**config.mk**
```make
export PLATFORM = sky130hd
export DESIGN_NAME = uart_rx_gen
export DESIGN_NICKNAME = d
export VERILOG_FILES = /design/src/rtl/uart_rx_gen.sv
export SDC_FILE = /design/constraint.sdc
export NUM_CORES = 1
export LEC_CHECK = 0
export ABC_CLOCK_PERIOD_IN_PS = 2200
export BUFFER_PORTS_ARGS = -buffer_cell sky130_fd_sc_hd__buf_4
export CORE_MARGIN = 8
export CORE_UTILIZATION = 30
export CTS_CLUSTER_SIZE = 30
export DETAILED_ROUTE_END_ITERATION = 7
export GPL_TIMING_DRIVEN = 0
export HOLD_SLACK_MARGIN = 0.05
export PLACE_DENSITY = 0.49
export RECOVER_POWER = 50
export SYNTH_ARGS = -nofsm -noshare
export SYNTH_HDL_FRONTEND = slang
export SYNTH_SLANG_ARGS = --single-unit
```
**constraint.sdc**
```tcl
create_clock -name clk -period 2.2 [get_ports clk]
set_input_delay 0.33 -clock clk [delete_from_list [all_inputs] [get_ports clk]]
set_output_delay 0.33 -clock clk [all_outputs]
set_load 0.05 [all_outputs]
```
**src/rtl/uart_rx_gen.sv**
```systemverilog
// UART receiver with majority-vote sampling, runtime parity/stop configuration,
// break detection and a show-ahead receive FIFO with per-word error flags.
module uart_rx_gen #(
    parameter int DATA_BITS   = 8,
    parameter int OVERSAMPLE  = 16,
    parameter int FIFO_DEPTH  = 4,
    parameter int SYNC_STAGES = 2
) (
    input  logic                               clk,
    input  logic                               reset_n,
    input  logic                               tick_os,
    input  logic                               rx_pin,
    input  logic [1:0]                         parity_mode,
    input  logic                               stop_bits2,
    output logic [DATA_BITS-1:0]               m_data,
    output logic                               m_parity_err,
    output logic                               m_frame_err,
    output logic                               m_valid,
    input  logic                               m_ready,
    output logic [$clog2(FIFO_DEPTH+1)-1:0]    fifo_count,
    output logic                               overrun,
    output logic                               break_det
);

    localparam int SC_W   = $clog2(OVERSAMPLE);
    localparam int BI_W   = $clog2(DATA_BITS);
    localparam int PTR_W  = $clog2(FIFO_DEPTH);
    localparam int CNT_W  = $clog2(FIFO_DEPTH + 1);
    localparam int WORD_W = DATA_BITS + 2;

    localparam logic [SC_W-1:0] SC_S0   = SC_W'(OVERSAMPLE / 2 - 1);
    localparam logic [SC_W-1:0] SC_S1   = SC_W'(OVERSAMPLE / 2);
    localparam logic [SC_W-1:0] SC_VOTE = SC_W'(OVERSAMPLE / 2 + 1);
    localparam logic [SC_W-1:0] SC_LAST = SC_W'(OVERSAMPLE - 1);
    localparam logic [BI_W-1:0] BI_LAST = BI_W'(DATA_BITS - 1);
    localparam logic [CNT_W-1:0] CNT_FULL = CNT_W'(FIFO_DEPTH);

    typedef enum logic [2:0] {
        S_IDLE,
        S_START,
        S_DATA,
        S_PARITY,
        S_STOP,
        S_BRK_WAIT
    } state_t;

    // ------------------------------------------------------------------
    // Synchroniser
    // ------------------------------------------------------------------
    logic [SYNC_STAGES-1:0] sync_q, sync_d;
    logic                   rx_s;

    always_comb begin
        sync_d = {sync_q[SYNC_STAGES-2:0], rx_pin};
    end

    assign rx_s = sync_q[SYNC_STAGES-1];

    // ------------------------------------------------------------------
    // Receive FSM
    // ------------------------------------------------------------------
    state_t              state_q, state_d;
    logic [SC_W-1:0]     sc_q, sc_d;
    logic [BI_W-1:0]     bit_q, bit_d;
    logic [DATA_BITS-1:0] shift_q, shift_d;
    logic [1:0]          smp_q, smp_d;
    logic [1:0]          pmode_q, pmode_d;
    logic                stop2_q, stop2_d;
    logic                par_bit_q, par_bit_d;
    logic                par_err_q, par_err_d;
    logic                frm_err_q, frm_err_d;
    logic                stop1_zero_q, stop1_zero_d;

    logic                vote;
    logic                at_vote;
    logic                at_last;
    logic                par_en;
    logic                last_stop;
    logic                frm_err_now;
    logic                brk_now;
    logic                push;
    logic                brk_pulse;
    logic [WORD_W-1:0]   push_word;

    // Two stored mid-bit samples plus the live one form the three-sample vote.
    assign vote        = (smp_q[0] & smp_q[1]) | (smp_q[0] & rx_s) | (smp_q[1] & rx_s);
    assign at_vote     = (sc_q == SC_VOTE);
    assign at_last     = (sc_q == SC_LAST);
    assign par_en      = pmode_q[0] ^ pmode_q[1];
    assign last_stop   = (bit_q == {{(BI_W-1){1'b0}}, stop2_q});
    assign frm_err_now = frm_err_q | ~vote;
    assign brk_now     = (shift_q == '0) && (!par_en || !par_bit_q) &&
                         ((bit_q == '0) ? !vote : stop1_zero_q);
    assign push_word   = {shift_q, par_err_q, frm_err_now};

    always_comb begin
        state_d      = state_q;
        sc_d         = sc_q;
        bit_d        = bit_q;
        shift_d      = shift_q;
        smp_d        = smp_q;
        pmode_d      = pmode_q;
        stop2_d      = stop2_q;
        par_bit_d    = par_bit_q;
        par_err_d    = par_err_q;
        frm_err_d    = frm_err_q;
        stop1_zero_d = stop1_zero_q;
        push         = 1'b0;
        brk_pulse    = 1'b0;

        if (tick_os) begin
            if (sc_q == SC_S0) smp_d[0] = rx_s;
            if (sc_q == SC_S1) smp_d[1] = rx_s;

            unique case (state_q)
                S_IDLE: begin
                    if (!rx_s) begin
                        state_d      = S_START;
                        sc_d         = SC_W'(1);
                        bit_d        = '0;
                        pmode_d      = parity_mode;
                        stop2_d      = stop_bits2;
                        par_bit_d    = 1'b0;
                        par_err_d    = 1'b0;
                        frm_err_d    = 1'b0;
                        stop1_zero_d = 1'b0;
                    end
                end

                S_START: begin
                    sc_d = sc_q + SC_W'(1);
                    if (at_vote && vote) begin
                        state_d = S_IDLE;
                    end else if (at_last) begin
                        state_d = S_DATA;
                        sc_d    = '0;
                        bit_d   = '0;
                    end
                end

                S_DATA: begin
                    sc_d = sc_q + SC_W'(1);
                    if (at_vote) shift_d = {vote, shift_q[DATA_BITS-1:1]};
                    if (at_last) begin
                        sc_d = '0;
                        if (bit_q == BI_LAST) begin
                            bit_d   = '0;
                            state_d = par_en ? S_PARITY : S_STOP;
                        end else begin
                            bit_d = bit_q + BI_W'(1);
                        end
                    end
                end

                S_PARITY: begin
                    sc_d = sc_q + SC_W'(1);
                    if (at_vote) begin
                        par_bit_d = vote;
                        par_err_d = (pmode_q == 2'b01) ? ^{shift_q, vote} : ~^{shift_q, vote};
                    end
                    if (at_last) begin
                        state_d = S_STOP;
                        sc_d    = '0;
                        bit_d   = '0;
                    end
                end

                S_STOP: begin
                    sc_d = sc_q + SC_W'(1);
                    if (at_vote) begin
                        frm_err_d = frm_err_now;
                        if (bit_q == '0) stop1_zero_d = ~vote;
                        // Leave at the last stop vote so the next start edge is caught early.
                        if (last_stop) begin
                            push      = 1'b1;
                            brk_pulse = brk_now;
                            state_d   = brk_now ? S_BRK_WAIT : S_IDLE;
                        end
                    end else if (at_last) begin
                        sc_d  = '0;
                        bit_d = bit_q + BI_W'(1);
                    end
                end

                S_BRK_WAIT: begin
                    if (rx_s) state_d = S_IDLE;
                end

                default: state_d = S_IDLE;
            endcase
        end
    end

    // ------------------------------------------------------------------
    // Receive FIFO
    // ------------------------------------------------------------------
    logic [WORD_W-1:0] mem_q [FIFO_DEPTH];
    logic [WORD_W-1:0] mem_d [FIFO_DEPTH];
    logic [PTR_W-1:0]  wr_ptr_q, wr_ptr_d;
    logic [PTR_W-1:0]  rd_ptr_q, rd_ptr_d;
    logic [CNT_W-1:0]  cnt_q, cnt_d;
    logic              overrun_q, overrun_d;
    logic              brk_q, brk_d;
    logic              do_pop;
    logic              do_push;
    logic              full;
    logic [WORD_W-1:0] head;

    assign full    = (cnt_q == CNT_FULL);
    assign do_pop  = m_ready && (cnt_q != '0);
    // A pop in the same cycle frees the slot, so a full FIFO still accepts the word.
    assign do_push = push && (!full || do_pop);

    always_comb begin
        mem_d     = mem_q;
        wr_ptr_d  = wr_ptr_q;
        rd_ptr_d  = rd_ptr_q;
        cnt_d     = cnt_q;
        overrun_d = push && full && !do_pop;
        brk_d     = brk_pulse;

        if (do_push) begin
            mem_d[wr_ptr_q] = push_word;
            wr_ptr_d        = wr_ptr_q + PTR_W'(1);
        end
        if (do_pop) begin
            rd_ptr_d = rd_ptr_q + PTR_W'(1);
        end

        unique case ({do_push, do_pop})
            2'b10:   cnt_d = cnt_q + CNT_W'(1);
            2'b01:   cnt_d = cnt_q - CNT_W'(1);
            default: cnt_d = cnt_q;
        endcase
    end

    // ------------------------------------------------------------------
    // State registers
    // ------------------------------------------------------------------
    always_ff @(posedge clk or negedge reset_n) begin
        if (!reset_n) begin
            sync_q       <= '1;
            state_q      <= S_IDLE;
            sc_q         <= '0;
            bit_q        <= '0;
            shift_q      <= '0;
            smp_q        <= '0;
            pmode_q      <= '0;
            stop2_q      <= 1'b0;
            par_bit_q    <= 1'b0;
            par_err_q    <= 1'b0;
            frm_err_q    <= 1'b0;
            stop1_zero_q <= 1'b0;
            mem_q        <= '{default: '0};
            wr_ptr_q     <= '0;
            rd_ptr_q     <= '0;
            cnt_q        <= '0;
            overrun_q    <= 1'b0;
            brk_q        <= 1'b0;
        end else begin
            sync_q       <= sync_d;
            state_q      <= state_d;
            sc_q         <= sc_d;
            bit_q        <= bit_d;
            shift_q      <= shift_d;
            smp_q        <= smp_d;
            pmode_q      <= pmode_d;
            stop2_q      <= stop2_d;
            par_bit_q    <= par_bit_d;
            par_err_q    <= par_err_d;
            frm_err_q    <= frm_err_d;
            stop1_zero_q <= stop1_zero_d;
            mem_q        <= mem_d;
            wr_ptr_q     <= wr_ptr_d;
            rd_ptr_q     <= rd_ptr_d;
            cnt_q        <= cnt_d;
            overrun_q    <= overrun_d;
            brk_q        <= brk_d;
        end
    end

    assign head         = mem_q[rd_ptr_q];
    assign m_data       = head[WORD_W-1:2];
    assign m_parity_err = head[1];
    assign m_frame_err  = head[0];
    assign m_valid      = (cnt_q != '0);
    assign fifo_count   = cnt_q;
    assign overrun      = overrun_q;
    assign break_det    = brk_q;

endmodule
```
# ---- Yosys cells after proc, flatten, opt, wreduce, memory -nomap -nowiden
# Cells that the tools add are included.
dict set report totals {
  regBits 78
  input_bits 8
  wordCells 159
}
dict set report classes {
  n_addsub 6
  n_lt_le_gt_ge 3
  n_eq_ne 28
  mux 52
  bitwise_logic 11
  reduce_logical 37
}
# op count
set ops {}
lappend ops {{3-bit two-way mux} 18}
lappend ops {{40-bit bitwise mux} 1}
lappend ops {{10-bit two-way mux} 3}
lappend ops {{2-bit != test, second input constant} 12}
lappend ops {{10-bit binary-select mux with 2-bit select} 1}
lappend ops {{10-bit demux with 2-bit select} 1}
lappend ops {{3-bit one-hot mux with 6 select lines} 1}
lappend ops {{1-bit two-way mux} 16}
lappend ops {{4-bit two-way mux} 4}
lappend ops {{4-bit one-hot mux with 4 select lines} 1}
lappend ops {{3-bit one-hot mux with 5 select lines} 1}
lappend ops {{3-bit == test, second input constant} 4}
lappend ops {{4-bit == test, second input constant} 3}
lappend ops {{3-bit AND reduction} 3}
lappend ops {{9-bit AND reduction} 1}
lappend ops {{9-bit XNOR reduction} 1}
lappend ops {{9-bit XOR reduction} 1}
lappend ops {{1-bit logical AND} 8}
lappend ops {{8-bit logical NOT} 1}
lappend ops {{1-bit one-hot mux with 2 select lines} 4}
lappend ops {{4-bit AND reduction} 2}
lappend ops {{7-bit AND reduction} 1}
lappend ops {{3-bit by 1-bit adder with 3-bit output, second input constant} 2}
lappend ops {{3-bit by 2-bit == test with 1-bit output, second input constant} 2}
lappend ops {{other kinds (27)} 45}

# ---- Longest topological paths before layout
dict set report depth {
  ltp_word 10
  depth_mapped 11
  ltp_nobuf 11
}

# ---- Least setup slack after synthesis
# Ideal clock, no wire load.
dict set report synth_timing {
  path_kind {reg2reg}
  from {reg cnt_q[1], in the netlist fifo_count[1]}
  to {reg cnt_q[2], in the netlist fifo_count[2]}
  setup_time_ps 82
  t_arrival_ps 2388
  t_required_ps 2118
  setup_slack_ps -270
  path_stages_with_launch 9
  n_path_buf 0
  period_less_slack_ps 2470
  cell_sequence {dfrtp_1 > or4b_2 > nand3b_1 > ha_1 > inv_1 > fa_1 > xor2_1 > nor2_1 > xor2_1}
}
dict set report synth_between {
  elab_chain_cells 6
  word_cells_on_any_way 12
  cone_classes {add/sub: 2; eq/ne: 3; mux: 1; reduce/logical: 6}
}
# element line_no
set synth_rtl {}
lappend synth_rtl {{start: declaration} 201} ;# logic [CNT_W-1:0] cnt_q, cnt_d;
lappend synth_rtl {{start signal: assignment} 276} ;# cnt_q <= cnt_d;
lappend synth_rtl {{3-bit == test / 3-bit nonzero test (equally long branches)} {209, 210}}
lappend synth_rtl {{1-bit logical NOT / 1-bit logical AND (equally long branches)} {212, 210}}
lappend synth_rtl {{1-bit logical OR} 212} ;# assign do_push = push && (!full || do_pop);
lappend synth_rtl {{1-bit logical AND} 212}
lappend synth_rtl {{2-bit by 1-bit == test with 1-bit output / 2-bit == test (equally long branches)} 230} ;# unique case ({do_push, do_pop})
lappend synth_rtl {{3-bit one-hot mux with 2 select lines / 2-bit nonzero test (equally long branches)} --}
# Several ways; a longest one is shown, not always the timed one.
# A chain may end at the register's enable or synchronous reset.

# ---- Final worst setup path
dict set report layout_timing {
  from {reg sc_q[1]}
  to {reg mem_q[27] (netlist bit)}
}
dict set report layout_between {
  elab_chain_cells 5
}
# element line_no
set layout_rtl {}
lappend layout_rtl {{start: declaration} 63} ;# logic [SC_W-1:0] sc_q, sc_d;
lappend layout_rtl {{start signal: assignment} 244} ;# sc_q <= '0;
lappend layout_rtl {{start signal: assignment} 263} ;# sc_q <= sc_d;
lappend layout_rtl {{4-bit == test} 87} ;# assign at_vote = (sc_q == SC_VOTE);
lappend layout_rtl {{1-bit two-way mux} 170} ;# if (at_vote) begin
lappend layout_rtl {{1-bit two-way mux} 115} ;# unique case (state_q)
lappend layout_rtl {{1-bit two-way mux} 111} ;# if (tick_os) begin
lappend layout_rtl {{1-bit logical AND} 212}
lappend layout_rtl {{end signal: assignment} 273} ;# mem_q <= mem_d;
lappend layout_rtl {{end: declaration} 197} ;# logic [WORD_W-1:0] mem_q [FIFO_DEPTH];
# No other way between the ends.

==> flow_summary.yaml <==
run_status:
  status: "finished, violations left"
  violations: "max-capacitance violations, max-slew violations, negative setup slack"
synth:
  synth_area_per_cell_um2: 12.5
  synth_edf_count: 0
  syn_nets: 339
  yosysWarnings: 0
  syn-instance-count: 318
  synth_top_flop_cell: "dfrtp_1"
  syn-cell-area_um2: 3990
  async_flop_share_pct: 100
  synth.yosys.seq_area_share_pct: 49.0
  synth.distinct_cells: 54
  ys_seq_elements: 78
global_route:
  grt_remaining_overflow: 0
  grt_max_degree: 79
  grt_pass1_wl_um: 14100
  grt_pass1_vias: 2755
  grt_usage_pct: 10.0
  antenna_found_initial: 0
power_and_ir_drop:
  power.share.switching_pct: 36.2
  net-switching-power_mw: 1.84
  peakVddDrop_mv: 0.453
  internal_power_mw: 3.24
  power_density_nw_per_um2: 1070
  clkPwrFrac_pct: 27.5
  p_comb_share_pct: 36.4
  power_frac_seq_pct: 36.1
  power.total_mw: 5.09
  leakagePower_nw: 2.18
floorplan:
  initial_core_util_pct: 30.5
  fp.dieH_um: 131
  core_um2: 13100
  die_area_um2: 17200
  ioPinCount: 24
  rows: 42
  dieWidth_um: 131
clock_tree:
  cts_tree: "yes"
  clkSinkCount: 78
  hold_buffers: 0
  cts_root_buf: "clkbuf_16"
  htree_levels: 3
  clk_pin_slew_ps: 60
  ctsLongestPathBuffers: 2
  cts_buffers: 9
  clkLatencyLatePin_ps: 330
timing:
  report.final.hold_viol_count: 0
  fin_skew_ps: 5.20
  setup_viol: 10
  report.final.slew_viol_count: 79
  fmax_mhz: 453
  setup_ws_ps: -8.32
  rsz0062_at_grt: "true"
  slew-limit-headroom_pct: -31.2
  worst_slew_pin_slew_ps: 1970
  period_needed_ps: 2210
  finalCritPeriodShare_pct: 100
critical_path:
  r2r_slack_ps: -8
  cp-end-kind: "register"
  max_stage_delay_ps: 410
  crit_type: "reg2reg"
  crit_arrival_ps: 2420
  crit_path_top_delay_cell: "nor4b_4"
  crit_path_start_kind: "register"
  cp_cell_sequence: "inv_2 > ha_4 > nand4b_1 > buf_4 > nor4b_4 > nand3_2 > mux2_2"
  required_ps: 2420
  path_max_fanout: 10
  path_delay_family: "simple AND/OR/NAND/NOR gates"
  cp_num_buf_inv: 2
layout:
  final_cell_mix: "72 x dfrtp_1, 57 x mux2_2, 31 x buf_4"
  antenna_cells: 0
  fillCellCount: 1285
  layout_commonest_cell: "dfrtp_1"
  post-route-util_pct: 36.5
  drive_above_1_share_pct: 39.7
  fin_nets: 381
  syn_to_final_growth_pct: 19.6
placement:
  dp_slack_ps: -278
  port_buffers: 22
  gp_congestion: 0.860
  dpl.hpwl_um: 5610
routing:
  routed_via_density: 4.80
  drt-total-wl_um: 8380
  first_pass_iters: 4
  drc: 0
  drt-initial-drc-count: 126
  ant_nets: 0
  wire_per_inst_um: 15.5
  vias: 2595
hold_path:
  hp-class: "in2reg"
run:
  drv_cap: 1
cell usage after synthesis, types with 3 or more instances:
| cell type | instances | area share (%) |
|---|---|---|
| nand4_1 | 4 | 0.63 |
| o21ai_0 | 11 | 1.4 |
| xor2_1 | 4 | 0.88 |
| clkbuf_1 | 13 | 1.2 |
| mux2_2 | 57 | 16 |
| nand3_2 | 4 | 1.0 |
| ha_1 | 12 | 3.8 |
| a31oi_1 | 4 | 0.63 |
| nor2_1 | 12 | 1.1 |
| dfrtp_1 | 76 | 48 |
| nand3_1 | 4 | 0.50 |
| or3_1 | 4 | 0.63 |
| inv_1 | 15 | 1.4 |
| nor4_1 | 4 | 0.63 |
| mux4_2 | 10 | 5.6 |
| nand2_1 | 11 | 1.0 |
| a211o_1 | 3 | 0.66 |
| xnor2_1 | 10 | 2.2 |
| nand2b_1 | 5 | 0.78 |
| a21oi_1 | 7 | 0.88 |
| and3_1 | 3 | 0.47 |
| buf_2 | 3 | 0.38 |
layout make-up:
cell class	count	area [um2]	area share (%)
flip-flops and latches	78	1960	41.1
clock buffers	11	243	5.09
clock inverters	5	33.8	0.708
inverters	16	60.1	1.26
repair buffers	32	238	4.98
plain buffers	17	73.8	1.55
multi-input cells	206	1940	40.7
well taps	176	220	4.62
worst paths after layout:
| path | end | startpoint | depth (start not counted) |
|---|---|---|---|
| min in group asynchronous | mem_q[37] | reset_n | 1 |
| max in group asynchronous | fifo_count[2] | reset_n | 1 |
| min | sync_q[0] | rx_pin | 1 |
| min reg2reg | sync_q[1] | sync_q[0] | 0 |
| max | mem_q[27] | sc_q[1] | 7 |
| max reg2reg | mem_q[27] | sc_q[1] | 7 |
state kept, by name (all words and copies together) (netlist names):
register	flops
mem_q	40
sc_q	4
overrun	1
state_q	3
bit_q	3
pmode_q	2
shift_q	8
stop1_zero_q	1
wr_ptr_q	2
frm_err_q	1
rd_ptr_q	2
par_err_q	1
smp_q	2
par_bit_q	1
stop2_q	1
sync_q	2
fifo_count	3
break_det	1
cells by family after synthesis:
group	count (synthesis)	share of synthesized area, %
flip-flops	78	49.0
multiplexers	68	22.0
AND/OR/NAND/NOR	66	10.1
AO/OA/AOI/OAI	42	7.13
buffers and inverters	34	3.33
XOR/XNOR	15	3.64
adder cells (fa/ha/maj)	15	4.77
through the flow:
| step | TNS [ps] | cells | hold WS, ps | cell area (um2) |
|---|---|---|---|---|
| floorplan | -19.8 | 318 | 34.4 | 4000 |
| global placement | -2860 | 516 | 346 | 4380 |
| detailed placement | -3160 | 516 | 347 | 4380 |
| CTS | -434 | 542 | 93.8 | 4770 |
| global route | -3800 | 541 | 95.7 | 4770 |
| finish | -43.0 | 541 | 109 | 4770 |
power groups by stage:
| stage | combinational, mW | sequential [mW] | clock [mW] |
|---|---|---|---|
| 6_report | 1.85 | 1.84 | 1.40 |
| 5_1_grt | 2.03 | 1.86 | 1.51 |
| 4_1_cts | 1.84 | 1.83 | 1.44 |
| 3_5_place_dp | 1.68 | 1.87 | 0 |
| 3_3_place_gp | 1.66 | 1.87 | 0 |
| 2_1_floorplan | 1.19 | 1.92 | 0 |
per-layer routing:
| metal | track usage [%] | wire, um | share of wire, % | vias up |
|---|---|---|---|---|
| li1 | - | - | - | 1236 |
| met1 | 11.6 | 3720 | 44 | 1302 |
| met2 | 17.5 | 4240 | 51 | 45 |
| met3 | 2.71 | 293 | 3.5 | 12 |
| met4 | 3.45 | 125 | 1.5 | 0 |
| met5 | 0 | 0 | 0 | - |
repair_timing:
action / CTS / global route
pin swaps: 5 / 7
buffers inserted: 10 / 0
endpoints found under the setup margin: 50 / 49
gates resized for setup: 13 / 4
No activity file was read; power rests on OpenSTA's default activity.
